## src/rtl/disp_pkg.sv

```systemverilog
// Shared display-path definitions: scanner state encoding and a constant clog2
// helper for sizing counters and index fields in the display blocks.
package disp_pkg;

    typedef enum logic [1:0] {
        ST_IDLE  = 2'd0,
        ST_SHOW  = 2'd1,
        ST_BLANK = 2'd2
    } disp_state_t;

    // Ceiling log2; returns 0 for v <= 1.
    function automatic int unsigned clog2(input int unsigned v);
        int unsigned r;
        r = 0;
        for (int unsigned i = 0; i < 32; i++) begin
            if ((64'd1 << i) < 64'(v)) begin
                r = i + 1;
            end
        end
        return r;
    endfunction

endpackage

```

## src/rtl/tick_gen.sv

```systemverilog
// Modulo-DIV counter with synchronous clear and count enable; o_tc_c flags
// the last count of each period.
module tick_gen
    import disp_pkg::*;
#(
    parameter  int unsigned DIV = 4,
    localparam int unsigned CW  = (clog2(DIV) > 1) ? clog2(DIV) : 1
) (
    input  logic clk,
    input  logic rst_n,
    input  logic i_clr,
    input  logic i_en,
    output logic o_tc_c
);

    localparam logic [CW-1:0] LAST = CW'(DIV - 1);

    logic [CW-1:0] r_cnt;

    always_ff @(posedge clk or negedge rst_n) begin
        if (!rst_n) begin
            r_cnt <= '0;
        end else if (i_clr) begin
            r_cnt <= '0;
        end else if (i_en) begin
            r_cnt <= (r_cnt == LAST) ? '0 : r_cnt + CW'(1);
        end
    end

    assign o_tc_c = (r_cnt == LAST);

endmodule

```

## src/rtl/digit_scan_mux.sv

```systemverilog
// Registered N-channel display scanner: cycles (or manually selects) one
// channel word at a time, with a blanking gap on every channel change.
module digit_scan_mux
    import disp_pkg::*;
#(
    parameter  int unsigned N_CH      = 4,
    parameter  int unsigned W         = 4,
    parameter  int unsigned DIV       = 50000,
    parameter  int unsigned BLANK_CYC = 2,
    localparam int unsigned SW        = (clog2(N_CH) > 1) ? clog2(N_CH) : 1
) (
    input  logic                clk,
    input  logic                rst_n,
    input  logic                en,
    input  logic                mode,
    input  logic [SW-1:0]       sel_manual,
    input  logic [N_CH*W-1:0]   data_in,
    input  logic [N_CH-1:0]     blank_mask,
    output logic [W-1:0]        data_out,
    output logic [N_CH-1:0]     ch_en,
    output logic [SW-1:0]       idx,
    output logic                frame_tick
);

    localparam int unsigned   BW        = (clog2(BLANK_CYC) > 1) ? clog2(BLANK_CYC) : 1;
    localparam logic [SW-1:0] LAST_CH   = SW'(N_CH - 1);
    localparam logic [BW-1:0] LAST_BLK  = BW'(BLANK_CYC - 1);
    localparam bit            HAS_BLANK = (BLANK_CYC != 0);

    disp_state_t   r_state;
    logic [SW-1:0] r_idx;
    logic [BW-1:0] r_bcnt;
    logic          r_mode_q;
    logic [W-1:0]  r_data;
    logic [N_CH-1:0] r_ch_en;
    logic          r_tick;

    disp_state_t   w_state_nxt;
    logic [SW-1:0] w_idx_nxt;
    logic [BW-1:0] w_bcnt_nxt;
    logic          w_mode_q_nxt;
    logic          w_clr;
    logic          w_wrap;
    logic          w_go_new;
    logic          w_sel_ok;
    logic          w_tc;
    logic          w_cnt_en;
    logic [W-1:0]  w_data_nxt;
    logic [N_CH-1:0] w_ch_en_nxt;

    assign w_sel_ok = (32'(sel_manual) < N_CH);
    assign w_cnt_en = (r_state == ST_SHOW);

    tick_gen #(
        .DIV(DIV)
    ) u_prescale (
        .clk    (clk),
        .rst_n  (rst_n),
        .i_clr  (w_clr),
        .i_en   (w_cnt_en),
        .o_tc_c (w_tc)
    );

    // Next-state, next-index and counter control.
    always_comb begin
        w_state_nxt  = r_state;
        w_idx_nxt    = r_idx;
        w_bcnt_nxt   = r_bcnt;
        w_mode_q_nxt = 1'b0;
        w_clr        = 1'b1;
        w_wrap       = 1'b0;
        w_go_new     = 1'b0;

        case (r_state)
            ST_IDLE: begin
                if (en) begin
                    w_state_nxt = ST_SHOW;
                    w_idx_nxt   = (mode && w_sel_ok) ? sel_manual : '0;
                end
            end
            ST_SHOW: begin
                w_clr        = 1'b0;
                w_mode_q_nxt = mode;
                if (mode) begin
                    if (w_sel_ok && (sel_manual != r_idx)) begin
                        w_idx_nxt = sel_manual;
                        w_go_new  = 1'b1;
                    end
                end else if (r_mode_q) begin
                    // First auto cycle after manual: restart the SHOW period.
                    w_clr = 1'b1;
                end else if (w_tc) begin
                    w_wrap    = (r_idx == LAST_CH);
                    w_idx_nxt = w_wrap ? '0 : r_idx + SW'(1);
                    w_go_new  = 1'b1;
                end
                if (w_go_new) begin
                    w_clr = 1'b1;
                    if (HAS_BLANK) begin
                        w_state_nxt  = ST_BLANK;
                        w_bcnt_nxt   = '0;
                        w_mode_q_nxt = 1'b0;
                    end
                end
            end
            ST_BLANK: begin
                if (r_bcnt == LAST_BLK) begin
                    w_state_nxt = ST_SHOW;
                    w_bcnt_nxt  = '0;
                end else begin
                    w_bcnt_nxt = r_bcnt + BW'(1);
                end
            end
            default: begin
                w_state_nxt = ST_IDLE;
            end
        endcase

        if (!en) begin
            w_state_nxt  = ST_IDLE;
            w_idx_nxt    = '0;
            w_bcnt_nxt   = '0;
            w_mode_q_nxt = 1'b0;
            w_clr        = 1'b1;
            w_wrap       = 1'b0;
        end
    end

    // Outputs are computed from the next index so they move with idx.
    always_comb begin
        w_data_nxt  = '0;
        w_ch_en_nxt = '0;
        if (w_state_nxt != ST_IDLE) begin
            w_data_nxt = data_in[32'(w_idx_nxt) * W +: W];
        end
        if (w_state_nxt == ST_SHOW) begin
            w_ch_en_nxt = (N_CH'(1) << w_idx_nxt) & ~blank_mask;
        end
    end

    always_ff @(posedge clk or negedge rst_n) begin
        if (!rst_n) begin
            r_state  <= ST_IDLE;
            r_idx    <= '0;
            r_bcnt   <= '0;
            r_mode_q <= 1'b0;
            r_data   <= '0;
            r_ch_en  <= '0;
            r_tick   <= 1'b0;
        end else begin
            r_state  <= w_state_nxt;
            r_idx    <= w_idx_nxt;
            r_bcnt   <= w_bcnt_nxt;
            r_mode_q <= w_mode_q_nxt;
            r_data   <= w_data_nxt;
            r_ch_en  <= w_ch_en_nxt;
            r_tick   <= w_wrap;
        end
    end

    assign data_out   = r_data;
    assign ch_en      = r_ch_en;
    assign idx        = r_idx;
    assign frame_tick = r_tick;

endmodule

```

## config.mk

```make
export PLATFORM = sky130hd
export DESIGN_NAME = digit_scan_mux
export DESIGN_NICKNAME = d
export VERILOG_FILES = /design/src/rtl/disp_pkg.sv /design/src/rtl/tick_gen.sv /design/src/rtl/digit_scan_mux.sv
export SDC_FILE = /design/constraint.sdc
export NUM_CORES = 1
export LEC_CHECK = 0
export CORE_UTILIZATION = 45
export CTS_CLUSTER_SIZE = 40
export DETAILED_ROUTE_END_ITERATION = 8
export PLACE_DENSITY = 0.83
export SETUP_SLACK_MARGIN = 0.4
export SLEW_MARGIN = 0
export SYNTH_ARGS = -nofsm -noshare
export SYNTH_HDL_FRONTEND = slang
export SYNTH_SLANG_ARGS = --single-unit
export TNS_END_PERCENT = 1
```

## constraint.sdc

```tcl
create_clock -name clk -period 2.1 [get_ports clk]
set_clock_uncertainty 0.2 [all_clocks]
set_input_delay 0.21 -clock clk [delete_from_list [all_inputs] [get_ports clk]]
set_output_delay 0.21 -clock clk [all_outputs]
set_load 0.01 [all_outputs]
```

Word-level counts from Yosys, hierarchy flattened

Index checks and enable logic that the tools add are counted.
Widths: inputs -> output; s select.

Bits in registers: 31
Input bits: 26
Output and inout port bits: 11
Word-level logic and storage cells: 66

Add/subtract/negate cells: 3
Eq/ne operators: 8
Shifts and indexed selects: 2
Mux-type cells: 39
Bitwise logic cells: 2
Reduce and logical (&&, ||, !) cells: 4

Operator list:

| kind                  | number |
|---|---|
| $mux 16               | 3 |
| $mux 1                | 21 |
| $mux 2                | 10 |
| $add 16x1->16 const B | 1 |
| $eq 16x16->1 const B  | 1 |
| $shiftx 16x5->4       | 1 |
| $mux 4                | 2 |
| $pmux 2 s3            | 1 |
| $and 4x4->4           | 1 |
| $eq 2x1->1 const B    | 2 |
| $eq 2x2->1 const B    | 2 |
| $not 4->4             | 1 |
| $pmux 2 s2            | 1 |
| $reduce_bool 2->1     | 2 |
| $shl 1x2->4 const A   | 1 |
| $ne 3x1->1 const B    | 1 |
| $ne 3x3->1 const B    | 1 |
| $add 2x1->2 const B   | 1 |
| $logic_not 2->1       | 1 |
| $ne 2x2->1            | 1 |
| $pmux 1 s2            | 1 |
| $reduce_and 2->1      | 1 |
| $add 1x1->1 const B   | 1 |

Logic depth before layout (Yosys ltp)

Gate-level depths: netlist (run 1).

Depth after elaboration: 10
Gate-level depth with buffers: 8

Modules after synthesis

Synthesis (run 1) repeated with hierarchy kept, for this count alone.

Cells, all modules: 172
Area, all modules: 1765.4 um^2

Modules (own cells, without submodules):

| module         | instances | cells an instance | area each (um^2) | seq. area each (um^2) |
|---|---|---|---|---|
| tick_gen       | 1         | 95                | 952.2            | 400.4 |
| digit_scan_mux | 1         | 77                | 813.3            | 375.4 |

Worst setup path after synthesis (run 1)

No wires, ideal clock.

Path type: flip-flop to flip-flop
Start point: register u_prescale.r_cnt[5]
End point: register r_data[0], in the netlist data_out[0]
Arrival: 1991 ps
Required time: 1768 ps
Setup slack: -223 ps
Cell stages (with the launch flop): 8
Buffers on the path: 1
Clock period less this slack: 2323 ps
Cells stage by stage: dfrtp_1 or4b_1 and4bb_2 nand3b_1 nand3_2 buf_6 a221oi_1 a311oi_1

Cells in the longest elaborated chain, start to end: 10
Elaborated cells on any way between the ends: 16

Ends and longest elaborated chain:

| what                                                    | line                  | text |
|---|---|---|
| from (decl)                                             | tick_gen.sv:18        | `logic [CW-1:0] r_cnt;` |
| from (signal assigned)                                  | tick_gen.sv:26        | `r_cnt <= (r_cnt == LAST) ? '0 : r_cnt + CW'(1);` |
| $eq 16x16->1 *                                          | tick_gen.sv:30        | `assign o_tc_c = (r_cnt == LAST);` |
| branches (longest 8 deep; another with $shiftx 16x5->4) | --                    |  |
| $mux 4 *                                                | digit_scan_mux.sv:133 | `if (w_state_nxt != ST_IDLE) begin` |
| net w_data_nxt[0]                                       | digit_scan_mux.sv:48  | `logic [W-1:0] w_data_nxt;` |
| to (signal assigned)                                    | digit_scan_mux.sv:155 | `r_data <= w_data_nxt;` |
| to (decl)                                               | digit_scan_mux.sv:34  | `logic [W-1:0] r_data;` |

Mark *: on every way through the listed nets, which the timed path passes. The select of a mux whose other input is x is not followed.
A chain may end at the register's enable or synchronous reset.

Final worst setup path (run 1)

Start point: register u_prescale.r_cnt[10]
End point: register r_data[0], in the netlist data_out[0]

Elaborated cells on any way between the ends: 16

RTL lines:

| what              | line                  | text |
|---|---|---|
| $eq 16x16->1      | tick_gen.sv:30        |  |
| $mux 2            | digit_scan_mux.sv:92  | `end else if (w_tc) begin` |
| $mux 2            | digit_scan_mux.sv:89  | `end else if (r_mode_q) begin` |
| $mux 2            | digit_scan_mux.sv:84  | `if (mode) begin` |
| $pmux 2 s2        | digit_scan_mux.sv:74  | `case (r_state)` |
| $mux 2            | digit_scan_mux.sv:119 | `if (!en) begin` |
| net w_idx_nxt[1]  | digit_scan_mux.sv:39  | `logic [SW-1:0] w_idx_nxt;` |
| $shiftx 16x5->4   | digit_scan_mux.sv:134 | `w_data_nxt = data_in[32'(w_idx_nxt) * W +: W];` |
| $mux 4            | digit_scan_mux.sv:133 |  |
| net w_data_nxt[0] | digit_scan_mux.sv:48  |  |

The timed path passes the listed nets, and every way through them passes these cells. The select of a mux whose other input is x is not followed.

==> summary.txt, run 1 <==
Status
  – Outcome: complete, but fails checks
  – Violated checks: negative setup slack

Routing
  – Post-route DRC violation count: 0
  – DRT Pass-1 Iters: 4
  – 1st-iter DRT viols: 72
  – Final wirelength: ~4400 µm
  – Detailed-route vias per instance: 5.307
  – Antenna-violating nets left: 0
  – Routed length per instance: between 15 and 20 µm
  – Vias: 1,523

Global routing
  – Met1 Use GR: approximately a quarter
  – Met3 GRT Util: 4.562%
  – Largest net degree at the start of global routing: 32
  – Global route overflow: 0
  – Routing usage on met2: approximately 34%
  – Vias in the first global route: approximately 1,400
  – GRT Total Usage: about a fifth
  – First-pass GRT wire length: 6237 µm
  – Gr busiest metal: met2
  – Initial antenna violation count: 0

Placed design
  – Setup WS pre-CTS: -0.4076 ns
  – Number of port buffers: 36
  – GP Congestion: ~0.81
  – Cells after DPL: around 280
  – Final HPWL DP: 2818 µm

Critical path
  – Reg2reg path depth: 7
  – Crit-path cells: or4bb_1 -> and4bb_4 -> nand3b_1 -> nand3_4 -> clkinv_2 -> nand2_1 -> a311oi_2
  – Crit-path max FO: 7
  – WS Path Type: flip-flop to flip-flop
  – Largest stage delay, worst path: 0.53 ns
  – Crit path max-delay cell type: or4bb_1
  – Family with the most delay on the worst path: simple AND/OR/NAND/NOR gates
  – Bufs and invs on worst path: 1
  – Reg-to-reg setup timing slack: -0.46 ns
  – FF-to-FF End: data_out[0]
  – Crit end category: flip-flop
  – Worst Path Arrival: 2.59 ns
  – Worst Path Required: approximately 2.1 ns
  – Crit Reg-Reg Startpoint: u_prescale.r_cnt[10]
  – Type of origin of the critical path: flip-flop

STA
  – Crit share post-route: 121.7%
  – Setup TNS: -5.550 ns
  – Final hold violation count: 0
  – RSZ-0062 raised after global routing: yes
  – Relative slew slack: 74.44%
  – Final Critical Period: 2.556 ns
  – Final setup margin: -0.4556 ns
  – Fmax: around 0.39 GHz
  – Fin. max-slew vios: 0
  – Worst slew pin tran: between 0.3 and 0.4 ns
  – Final setup violating endpoints: 28

Die
  – Die width: about 62 µm
  – FP Rows: 21
  – Starting Density: slightly below 50%
  – Die area: about 0.004 mm²
  – Chip height: roughly 62 µm
  – # IOs: 37
  – Core footprint: between 0.003 and 0.004 mm²

CTS
  – Latest clock arrival within the worst-skew pair: 0.34 ns
  – Clock buffer depth: 2
  – CTS H-tree depth: 2
  – Clock Sinks: 31
  – Clk pin slew, worst setup/hold paths: 0.10 ns
  – CTS tree: built
  – Hold_buf cts: 0
  – Clock root cell: clkbuf_4
  – CTS Buf Count: 5

Synth
  – Post-synth EDFFs: 0
  – Netlist cell types: 39
  – Mapped Area: between 0.0015 and 0.002 mm²
  – Mapped Nets: approximately 200
  – Sequential fraction of the synthesis area: a little under half
  – Synth area leaders: dfrtp_1, nor2_1, nand2_1
  – #FFs+latches synth: 31
  – Cell count after synthesis: ~170
  – Count leader, synth: dfrtp_1
  – Synth Warn #: 0
  – Mean post-synth cell area: a little under 10 µm²
  – Post-synth top area share: approximately 47%
  – Synth async-reset ratio: 100.0%
  – Synth area leader: dfrtp_1
  – Commonest register cell after synthesis: dfrtp_1
  – Synth cell count leaders: dfrtp_1, nor2_1, nand2_1

Final layout
  – Final-layout fill cell count: 231
  – Share of cells above drive strength 1: 28.22%
  – Area of the multi-input gates: approximately 910 µm²
  – Final Non-Filler Cells: between 200 and 300
  – Area delta synth->final: 52.02%
  – Nets@finish: roughly 270
  – Antenna cell count: 0
  – Seq. cell area: between 700 and 800 µm²

Flow run
  – Max-Cap Viols: 0

Min path
  – Hold WC Path Type: primary input to asynchronous set/reset pin

Pwr
  – PD cells: ~550 mW/mm²
  – Worst VDD drop: between 0.5 and 0.6 mV
  – Leak Pwr: approximately 1.1 nW
metal layers:
| layer | wire (µm) | up-vias | part of all wire, % |
|---|---|---|---|
| met5 | 0 | - | 0 |
| met4 | 133 | 0 | 3.0 |
| met3 | 183 | 14 | 4.2 |
| met2 | 2210 | 40 | 50 |
| met1 | 1867 | 738 | 42 |
| li1 | - | 731 | - |
cell usage in the layout, fill, tap and decap left out, types with 2 or more instances in the layout:
cell	n
nor2_1	24
xnor2_1	7
buf_6	3
xor2_1	9
clkdlybuf4s50_1	34
clkinv_2	2
a311oi_2	4
o21ai_0	4
and3_1	4
nand3_1	9
dlygate4sd2_1	2
and2_1	5
nand2_1	21
clkbuf_4	5
inv_1	3
nor2b_1	4
nand3b_1	3
ha_1	2
a221oi_2	4
nor4b_2	2
buf_4	33
dfrtp_1	31
nor4_4	2
final cells by class:
cell class | count | area share (%)
flip-flops and latches | 31 | 31.02
multi-input cells | 125 | 36.22
clock inverters | 2 | 1.401
well taps | 46 | 2.301
clock buffers | 6 | 2.051
inverters | 4 | 0.6503
repair buffers | 73 | 26.36
state kept, by name (all words and copies together), names as in the netlist:
signal	count
frame_tick	1
data_out	4
r_bcnt	1
idx	2
r_mode_q	1
u_prescale.r_cnt	16
r_state	2
ch_en	4
power by group:
group / internal (W) / switching (W) / total, W
registers: 0.000613 / 0.00000717 / 0.000621
clock network: 0.000281 / 0.000210 / 0.000491
logic: 0.000139 / 0.000126 / 0.000265
how the worst max path moves through the flow:
stage / cells past startpoint / slack (ns) / startpoint / end
after floorplan: 7 / -0.19 / u_prescale.r_cnt[7] / data_out[0]
after global placement: 6 / -0.31 / u_prescale.r_cnt[7] / ch_en[0]
after detailed placement: 6 / -0.41 / u_prescale.r_cnt[7] / ch_en[2]
after CTS: 6 / -0.30 / u_prescale.r_cnt[5] / data_out[1]
after global routing: 7 / -0.51 / u_prescale.r_cnt[10] / data_out[2]
final: 7 / -0.46 / u_prescale.r_cnt[10] / data_out[0]
stage by stage:
step	hold WS, ns	instance area, µm²	utilization (%)	total power, W
global route	0.08487	2501	73.22	0.001435
finish	0.04616	2501	73.22	0.001377
CTS	0.06185	2425	70.99	0.001352
global placement	0.3236	2288	67.00	0.0008543
floorplan	-0.2856	1645	-	0.0007309
detailed placement	0.3274	2288	67.00	0.0008560
worst register-to-register path, delay by kind of cell, from the launching register on:
| kind | cells | cell delay [ns] |
|---|---|---|
| buffers and inverters | 1 | 0.13 |
| flip-flops | 1 | 0.40 |
| AND/OR/NAND/NOR | 5 | 1.39 |
| AO/OA/AOI/OAI | 1 | 0.34 |
repair_timing:
action | 4_1_cts | 5_1_grt
gates resized for setup | 10 | 14
setup buffers | 3 | 0
endpoints found under the setup margin | 32 | 30
pin swaps | 5 | 3
logic make-up (layout without fill, tap and decap cells):
group / Yosys count / count (layout) / share of synthesized area [%]
and+or+nand+nor: 87 / 87 / 29.58
DFF: 31 / 31 / 47.15
AOI/OAI and AO/OA: 19 / 19 / 9.125
xor gates and xnor gates: 16 / 16 / 8.517
buffers and inverters: 11 / 85 / 3.497
adders and majority gates: 2 / 2 / 1.521
muxes: 1 / 1 / 0.6084
Note: power is estimated with default switching activity, not from simulation.
==> run 2: changes to the inputs <==
--- a/config.mk
+++ b/config.mk
@@ -5,11 +5,14 @@
 export SDC_FILE = /design/constraint.sdc
 export NUM_CORES = 1
 export LEC_CHECK = 0
+export CAP_MARGIN = 20
+export CORE_ASPECT_RATIO = 1.25
 export CORE_UTILIZATION = 45
 export CTS_CLUSTER_SIZE = 40
 export DETAILED_ROUTE_END_ITERATION = 8
 export PLACE_DENSITY = 0.83
 export SETUP_SLACK_MARGIN = 0.4
+export SKIP_CTS_REPAIR_TIMING = 1
 export SLEW_MARGIN = 0
 export SYNTH_ARGS = -nofsm -noshare
 export SYNTH_HDL_FRONTEND = slang
==> run 2 against run 1 <==
The flow still finishes with violations (negative setup slack). Power fell by 3.6%. Wire length rose by 4.5%. Non-clock buffer count unchanged. Largest cell class unchanged. Largest power group unchanged. Highest routed layer unchanged.
==> summary.txt, run 2 (synthesis results as in run 1) <==
Die
  – Core footprint: approximately 0.0035 mm²
  – Die area: a little under 0.004 mm²
  – Chip height: approximately 70 µm
  – Starting Density: between 40% and 50%
  – Die width: 56.09 µm
  – FP Rows: 24
  – # IOs: 37

STA
  – Final hold violation count: 0
  – Setup TNS: -5.514 ns
  – Hold WS: ~0.12 ns
  – Final setup margin: -0.4522 ns
  – Relative slew slack: between 70% and 80%
  – Fmax: between 0.3 and 0.4 GHz
  – RSZ-0062 raised after global routing: yes
  – Final Critical Period: around 2.6 ns
  – Crit share post-route: 121.5%
  – Final setup violating endpoints: 28
  – Worst slew pin tran: approximately 0.4 ns
  – Fin. max-slew vios: 0

Final layout
  – Share of cells above drive strength 1: a little over a quarter
  – Area delta synth->final: 51.79%
  – Antenna cell count: 0
  – Area of the multi-input gates: 909.6 µm²
  – Seq. cell area: around 780 µm²
  – Nets@finish: around 270
  – Most frequent cells in the layout: clkdlybuf4s50_1, buf_4, dfrtp_1
  – Max FFs per register: 16
  – Final Non-Filler Cells: 278
  – Design Area, Final: 0.002497 mm²
  – Final-layout fill cell count: 254
  – Top reg by flops: u_prescale.r_cnt

Global routing
  – Initial antenna violation count: 0
  – GRT Total Usage: between 20% and 30%
  – Largest net degree at the start of global routing: 32
  – Global route overflow: 0
  – Vias in the first global route: around 1,600
  – First-pass GRT wire length: ~7100 µm

Flow run
  – Max-Cap Viols: 0

CTS
  – CTS tree: built
  – CTS H-tree depth: 2
  – Latest clock arrival within the worst-skew pair: just under 0.3 ns
  – Clock root cell: clkbuf_8
  – CTS Buf Count: 5
  – Clock buffer depth: 2
  – Clock Sinks: 31
  – Clk pin slew, worst setup/hold paths: 0.06 ns

Min path
  – Hold WC Path Type: primary input to asynchronous set/reset pin

Routing
  – Max Used Layer: met4
  – Final wirelength: roughly 4600 µm
  – Met2 wire length: ~2600 µm
  – DRT Pass-1 Iters: 6
  – M1 WL: 1689 µm
  – Antenna-violating nets left: 0
  – Vias: between 1,500 and 2,000
  – Detailed-route vias per instance: between 5 and 6
  – Post-route DRC violation count: 0
  – 1st-iter DRT viols: 44
  – Routed met3 length: 200 µm
  – Routed length per instance: between 15 and 20 µm

Critical path
  – Crit-path cells: or4b_4 -> and4bb_2 -> o21ai_2 -> nand3_2 -> buf_6 -> buf_4 -> nand2_1 -> a311oi_1
  – Bufs and invs on worst path: 2
  – Crit path max-delay cell type: or4b_4
  – Crit. Startpoint: u_prescale.r_cnt[7]
  – Crit-path max FO: 5
  – Worst Path Required: 2.07 ns
  – Reg-to-reg setup timing slack: -0.45 ns
  – Crit path to: data_out[3]
  – Family with the most delay on the worst path: simple AND/OR/NAND/NOR gates
  – Crit end category: flip-flop
  – Worst Path Arrival: 2.52 ns
  – Largest stage delay, worst path: between 0.5 and 0.6 ns
  – Crit Reg-Reg Startpoint: u_prescale.r_cnt[7]
  – Type of origin of the critical path: flip-flop
  – FF-to-FF End: data_out[3]
  – CP Depth: 8
  – WS Path Type: flip-flop to flip-flop
  – Reg2reg path depth: 8

Pwr
  – PD cells: around 530 mW/mm²
  – Leak Pwr: around 1.1 nW
  – Worst VDD drop: around 0.51 mV

Placed design
  – Cells after DPL: between 200 and 300
  – Setup WS pre-CTS: -0.3109 ns
  – Post-DP Area: 0.002292 mm²
  – GP Congestion: about 0.82
  – Number of port buffers: 36
  – Final HPWL DP: approximately 3000 µm

Status
  – Outcome: complete, but fails checks
  – Violated checks: negative setup slack
[run 2: cell count changes in the layout (fill, tap and decap cells not counted), moves of 2 or more]
cell            previous run  this run
a221oi_2                   4         2
a221oi_4                   0         2
a311oi_1                   0         2
a311oi_2                   4         2
buf_6                      3         1
clkbuf_4                   5         0
clkbuf_8                   1         5
clkinv_2                   2         0
dlygate4sd2_1              2         0
dlymetal6s2s_1             0         2
[run 2: power breakdown]
| group | internal (W) | switching, W | leakage [nW] | total [W] |
|---|---|---|---|---|
| registers | 0.000615 | 0.0000106 | 0.424 | 0.000625 |
| logic | 0.000142 | 0.000126 | 0.634 | 0.000267 |
| clock network | 0.000220 | 0.000214 | 0.0371 | 0.000435 |
| total | 0.000977 | 0.000350 | 1.10 | 0.00133 |
[run 2: metal layers]
metal,up-vias,GRT usage (%)
li1,728,-
met1,748,23.97
met2,49,44.84
met3,13,6.530
met4,0,10.30
met5,-,0
[run 2: area by class of cell]
class	instances	share of cell area, %
Sequential cell	31	31.06
Clock buffer	6	2.906
Timing Repair Buffer	73	26.90
Tap cell	39	1.954
Inverter	4	0.7515
Multi-Input combinational cell	125	36.42
[run 2: worst min path at each step]
stage	slack, ns	end	from
finish	0.12	frame_tick	rst_n
global route	0.18	r_mode_q	rst_n
CTS	0.14	frame_tick	rst_n
detailed placement	0.33	u_prescale.r_cnt[0]	u_prescale.r_cnt[0]
global placement	0.32	u_prescale.r_cnt[0]	u_prescale.r_cnt[0]
floorplan	-0.29	ch_en[0]	rst_n
[run 2: stage by stage]
step	total power (W)	utilization, %
finish	0.001327	71.70
global route	0.001378	71.70
CTS	0.001291	67.89
detailed placement	0.0008631	65.80
global placement	0.0008585	65.80
floorplan	0.0007309	-
